[src/rtl/imem_pkg.sv]
// Shared types and helpers for the instruction-memory port arbiter.
package imem_pkg;

  localparam logic [31:0] NOP_INSTR = 32'h0400_0000;

  typedef enum logic {IDLE, WRITE} state_t;

  typedef logic [1:0] byte_idx_t;

  // Big-endian byte select: index 0 is the most significant byte.
  function automatic logic [7:0] be_byte(input logic [31:0] word, input byte_idx_t k);
    logic [7:0] b;
    case (k)
      2'd0:    b = word[31:24];
      2'd1:    b = word[23:16];
      2'd2:    b = word[15:8];
      default: b = word[7:0];
    endcase
    return b;
  endfunction

endpackage

[src/rtl/imem_port_arbiter.sv]
// Shares a single-port byte memory between combinational fetch reads and
// loader word writes that are serialised into four byte writes.
//
// Handshake: the loader's word is taken on a rising edge where ld_valid and
// ld_ready are both high; ld_ready does not depend on ld_valid, and a word
// offered without ld_ready leaves no state behind.
module imem_port_arbiter
  import imem_pkg::*;
#(
  parameter logic [31:0] NOP   = NOP_INSTR,
  parameter int          CNT_W = 16
) (
  input  logic             clk,
  input  logic             rst,
  input  logic             fetch_req,
  input  logic [31:0]      fetch_addr,
  output logic [31:0]      fetch_instr,
  output logic             fetch_valid,
  input  logic             ld_valid,
  input  logic [31:0]      ld_addr,
  input  logic [31:0]      ld_data,
  output logic             ld_ready,
  output logic [31:0]      mem_addr,
  output logic [7:0]       mem_wdata,
  output logic             mem_we,
  input  logic [31:0]      mem_rdata,
  output logic             busy,
  output logic [CNT_W-1:0] ld_count,
  output logic             ld_misaligned
);

  state_t      state;
  byte_idx_t   k;
  logic [31:0] base;
  logic [31:0] data;
  logic        fetch_owed;
  logic        accept;

  always_comb begin
    fetch_instr = NOP;
    fetch_valid = 1'b0;
    ld_ready    = 1'b0;
    mem_addr    = fetch_addr;
    mem_wdata   = 8'h00;
    mem_we      = 1'b0;
    busy        = 1'b0;
    if (state == IDLE) begin
      // The fetch stays on the port even in an accept cycle; writing starts next cycle.
      ld_ready    = !(fetch_owed && fetch_req);
      fetch_instr = mem_rdata;
      fetch_valid = fetch_req;
    end else begin
      mem_addr  = base + {30'd0, k};
      mem_wdata = be_byte(data, k);
      mem_we    = 1'b1;
      busy      = 1'b1;
    end
  end

  assign accept = (state == IDLE) && ld_valid && ld_ready;

  always_ff @(posedge clk or posedge rst) begin
    if (rst) begin
      state         <= IDLE;
      k             <= 2'd0;
      base          <= 32'd0;
      data          <= 32'd0;
      fetch_owed    <= 1'b0;
      ld_count      <= '0;
      ld_misaligned <= 1'b0;
    end else if (state == IDLE) begin
      if (accept) begin
        data       <= ld_data;
        base       <= {ld_addr[31:2], 2'b00};
        k          <= 2'd0;
        state      <= WRITE;
        fetch_owed <= 1'b0;
        if (ld_addr[1:0] != 2'b00) ld_misaligned <= 1'b1;
      end else if (fetch_req) begin
        fetch_owed <= 1'b0;
      end
    end else begin
      k <= k + 2'd1;
      if (k == 2'd3) begin
        state      <= IDLE;
        fetch_owed <= 1'b1;
        if (ld_count != '1) ld_count <= ld_count + CNT_W'(1);
      end
    end
  end

endmodule

[config.mk]
export PLATFORM = sky130hd
export DESIGN_NAME = imem_port_arbiter
export DESIGN_NICKNAME = d
export VERILOG_FILES = /design/src/rtl/imem_pkg.sv /design/src/rtl/imem_port_arbiter.sv
export SDC_FILE = /design/constraint.sdc
export NUM_CORES = 1
export LEC_CHECK = 0
export ABC_AREA = 1
export CAP_MARGIN = 40
export CORE_MARGIN = 2
export CORE_UTILIZATION = 41
export CTS_CLUSTER_SIZE = 28
export DETAILED_ROUTE_END_ITERATION = 12
export HOLD_SLACK_MARGIN = 0.1
export PLACE_DENSITY = 0.85
export SETUP_SLACK_MARGIN = 0.15
export SYNTH_ARGS = -nofsm -noshare
export SYNTH_HDL_FRONTEND = slang
export SYNTH_SLANG_ARGS = --single-unit
export TNS_END_PERCENT = 30
[constraint.sdc]
create_clock -name clk -period 3.9 [get_ports clk]
set_input_delay 1.17 -clock clk [delete_from_list [all_inputs] [get_ports clk]]
set_output_delay 1.17 -clock clk [all_outputs]
set_load 0.01 [all_outputs]
Yosys cells after proc, flatten, opt, wreduce, memory -nomap -nowiden
Cells that the tools add are included.
Cells by class
  reduce and logical (&&, ||, !) cells: 12
  $add $sub $neg: 3
  mux-type cells: 16
  equal/unequal tests: 5
  bitwise operators: 1
Operator list (number)
  32-bit 2-to-1 mux: 2
  32-bit by 2-bit adder with 32-bit output: 1
  8-bit one-hot mux with 3 select lines: 1
  16-bit by 1-bit adder with 16-bit output (second input constant): 1
  16-bit != test (second input constant): 1
  1-bit 2-to-1 mux: 10
  8-bit 2-to-1 mux: 1
  3-bit AND reduction: 2
  2-bit == test (second input constant): 2
  2-bit 2-to-1 mux: 2
  2-bit AND reduction: 2
  2-bit nonzero test: 2
  1-bit logical AND: 3
  3-bit nonzero test: 1
  2-bit by 1-bit adder with 2-bit output (second input constant): 1
  2-bit by 1-bit == test with 1-bit output (second input constant): 1
  2-bit zero test: 1
  2-bit by 1-bit != test with 1-bit output (second input constant): 1
  1-bit zero test: 1
  1-bit inverter: 1
Word-level totals
  register bits: 83
  output and inout bits: 93
  logic and storage cells: 44
  input port bits: 132

Longest topological paths before layout
  depth after elaboration: 6
  gate-level depth with buffers: 9

Worst setup path before layout
Ideal clock, no wire load.
  kind: input to output
  start point: input mem_rdata[26]
  end point: output fetch_instr[26]
  setup slack: 1.272 ns
  data arrival time: 1.458 ns
  path buffers: 0
  stages: 1
  data required time: 2.730 ns
  cell sequence: or2_2
Between the ends
  longest elaborated chain between the ends: 1
RTL lines
  start, declared: RTL line imem_port_arbiter.sv:26  | input logic [31:0] mem_rdata,
  32-bit 2-to-1 mux: RTL line imem_port_arbiter.sv:47  | if (state == IDLE) begin
  end, declared: RTL line imem_port_arbiter.sv:17  | output logic [31:0] fetch_instr,
Every way passes these cells.

Worst setup path after layout
  start point: input fetch_req
  end point: output ld_ready
Between the ends
  longest elaborated chain between the ends: 3
RTL lines
  start, declared: RTL line imem_port_arbiter.sv:15  | input logic fetch_req,
  1-bit logical AND: RTL line imem_port_arbiter.sv:49  | ld_ready = !(fetch_owed && fetch_req);
  1-bit zero test: RTL line imem_port_arbiter.sv:49
  1-bit 2-to-1 mux: RTL line imem_port_arbiter.sv:47
  end, declared: RTL line imem_port_arbiter.sv:22  | output logic ld_ready,
Every way passes these cells.

==> impl_metrics.csv <==
group,metric,value,unit
clocking,root_buffer,"clkbuf_8",
run,maxCapViolations,0,
die,rows,38,
synthesis,yosysWarnings,0,
drt,first_iter_violations,173,
global_route,grt_pass1_vias,4339,
power,switching_share,40.6,%
sta,max_freq,281,MHz
die,core_area,0.0107,sq mm
setup_path,reg2reg_to,"k[1]",
clocking,cts_tree,"yes",
die,die-area,0.0117,sq mm
clocking,clkLatencyLatePin,0.36,ns
synthesis,ys_seq_area_share,46.6,%
setup_path,r2r_slack,1.63,ns
clocking,cts_buffers,9,
clocking,htreeDepth,3,
global_route,grt_pass1_wl,20400,microns
sta,worst-slew-pin-transition,0.762,ns
die,die_w,108,microns
placed_design,placedCellCount,988,
setup_path,crit_top_cell,"clkdlybuf4s50_1",
synthesis,synth_area_leaders,"dfrtp_1 (47%), nand2_1 (29%), nor2_1 (4.9%)",
clocking,path_clk_slew,0.08,ns
synthesis,syn_avg_cell_area,6.87,sq um
sta,finalCritPeriodShare,91.4,%
setup_path,cp_data_required_time,2.73,ns
synthesis,synth_area,0.00446,sq mm
drt,vias,4681,
die,initial_core_util,41.5,%
layout,area_growth,56.9,%
power,p_leak,0.00341,uW
sta,setup-tns-final,0,ns
placed_design,gp_congestion,0.837,
sta,slew_headroom,49.2,%
setup_path,cp-end-kind,"primary output",
synthesis,syn_nets,787,
power,seqPwrFrac,32.1,%
clocking,clock-sinks,83,
clocking,cts_resized,0,
sta,finalSetupViolCount,0,
clocking,cts_max_path_buffers,2,
power,combPwrFrac,54.7,%
global_route,grt_start_max_net_pins,78,
setup_path,critPathSlowestCell,"clkdlybuf4s50_1",
sta,rsz0062_at_grt,"false",
layout,drive_above_1_share,4.51,%
sta,whs,0.483,ns
drt,routed_wl,12800,microns
sta,hold_viol_final,0,
power,powerDensity,631,mW/mm^2
clocking,post-cts-setup-buffers,0,
placed_design,place_ws,0.344,ns
layout,diodes,0,
setup_path,path_cells,"clkdlybuf4s50_1 > a21oi_1 > clkdlybuf4s50_1",
setup_path,max_stage_delay,0.57,ns
layout,fillCellCount,961,
synthesis,synthArstFlopShare,100,%
layout,fin_cells,1004,
setup_path,start_kind,"input port",
layout,fin_nets,997,
die,fp.dieH,108,microns
placed_design,hpwl,9640,microns
hold_path,holdPathStages,2,
setup_path,reg2reg_from,"state",
synthesis,synth_cell_types,28,
hold_path,worstHoldStart,"data[15]",
global_route,grt-ovfl-total,0,
drt,routedWlPerCell,12.8,microns
global_route,grt_usage,21.9,%
placed_design,portBuffers,224,
die,io_pins,225,
drt,drc,0,
global_route,antenna_found_initial,0,
clocking,cts_hold_buf,0,
outcome,status,"completed",
synthesis,ys_ff_latch,83,
synthesis,synth_edf_count,0,
power,power_frac_clock,13.2,%
drt,ant_nets,0,
power,p_int,2620,uW
power,switching_power,1800,uW
drt,dr.pass1.iters,5,
drt,via_per_inst,4.66,
synthesis,netlist_instances,649,
setup_path,arrival,2.39,ns
synthesis,yosysTopAreaCell,"dfrtp_1",
power,irDropWorstVdd,0.000482,V
sta,drv_slew,0,
hold_path,min_to,"data[15]",
synthesis,netlist.area_leader.share,46.6,%
synthesis,synth_top_flop_cell,"dfrtp_1",
layout,ff_latch_area,0.00208,sq mm
sta,fin_crit,3.56,ns
sta,skew,0.0186,ns
setup_path,crit_type,"in2out",
setup_path,reg2reg_depth,6,
layout,multi_input_area,0.00205,sq mm
hold_path,hold_path_class,"reg2reg",
setup_path,path_max_fanout,2,
sta,fin_ws,0.335,ns
kinds of logic after synthesis:
kind of cell	Yosys count	share of synthesized area [%]
buffers and inverters	83	7.60
AO/OA/AOI/OAI	41	5.47
flip-flops	83	46.6
AND/OR/NAND/NOR	430	37.5
XOR/XNOR	6	1.18
adder cells (fa/ha/maj)	6	1.68
how the worst max path moves through the flow:
stage	startpoint	to	slack [ns]	cells after the start
floorplan	rst	base[10]	0.59	1
global placement	fetch_addr[0]	mem_addr[0]	0.36	4
detailed placement	fetch_req	ld_ready	0.34	3
CTS	state	mem_wdata[2]	0.33	4
global route	state	mem_wdata[2]	0.19	4
finish	fetch_req	ld_ready	0.34	3
worst max-delay path: cells and delay by family:
family	cells	cell delay, ns
AOI/OAI and AO/OA	1	0.22
buffers and inverters	2	1.00
metrics by stage:
| stage | power (uW) | instance area (sq um) | util (%) |
|---|---|---|---|
| after global placement | 3820 | 6820 | 63.5 |
| after CTS | 4460 | 7000 | 65.1 |
| after floorplan | 2660 | 4460 | - |
| after global routing | 4790 | 7000 | 65.1 |
| after detailed placement | 3870 | 6820 | 63.5 |
| final | 4420 | 7000 | 65.1 |
synthesized netlist by cell type, types with 2 or more instances:
| library cell | n |
|---|---|
| buf_1 | 6 |
| nor2_4 | 2 |
| ha_1 | 6 |
| o21bai_1 | 3 |
| nor2_1 | 58 |
| o21ai_2 | 5 |
| a31oi_1 | 8 |
| dfrtp_1 | 83 |
| xor2_1 | 3 |
| o21ai_0 | 14 |
| xnor2_1 | 3 |
| nor2_2 | 2 |
| inv_1 | 51 |
| a21oi_1 | 9 |
| nand2_1 | 347 |
| buf_2 | 13 |
| nand3_1 | 9 |
| nand4_1 | 6 |
| clkbuf_1 | 9 |
| nand2_2 | 4 |
flip-flops by register name, summed over array words and instances, names as in the netlist:
name           flops
ld_count          16
ld_misaligned      1
base              30
state              1
data              32
fetch_owed         1
k                  2
routing by layer:
layer	share of wire, %	GRT usage, %
met5	0	0
met4	1.5	8.52
met1	40	26.2
met2	51	38.9
met3	7.2	4.34
power by group through the flow:
stage                     clock [uW]  sequential [uW]  combinational [uW]
final                            582             1420                2420
after global routing             636             1470                2690
after CTS                        601             1420                2440
after detailed placement           0             1430                2430
after global placement             0             1420                2400
after floorplan                    0             1390                1260
final cells by class:
cell class,count,share of cell area (%)
timing repair buffer,229,33.1
sequential,83,29.7
multi-input combinational,483,29.3
inverter,53,2.86
tap,140,2.50
clock buffer,9,1.77
clock inverter,7,0.804
cells in the final DEF, fill, tap and decap left out, types with 2 or more instances in the layout:
cell type and count:
nand2_1 346, clkdlybuf4s50_1 224, dfrtp_1 82, nor2_1 58, inv_1 50, o21ai_0 14
nand3_1 9, a21oi_1 9, clkbuf_8 9, a31oi_1 8, nand4_1 6, ha_1 6
nand2_2 5, o21ai_2 5, xor2_1 3, xnor2_1 3, o21bai_1 3, clkinv_2 3
inv_6 3, buf_12 3, nor2_2 2, nor2_4 2, buf_4 2
No activity file was read; power rests on OpenSTA's default activity.
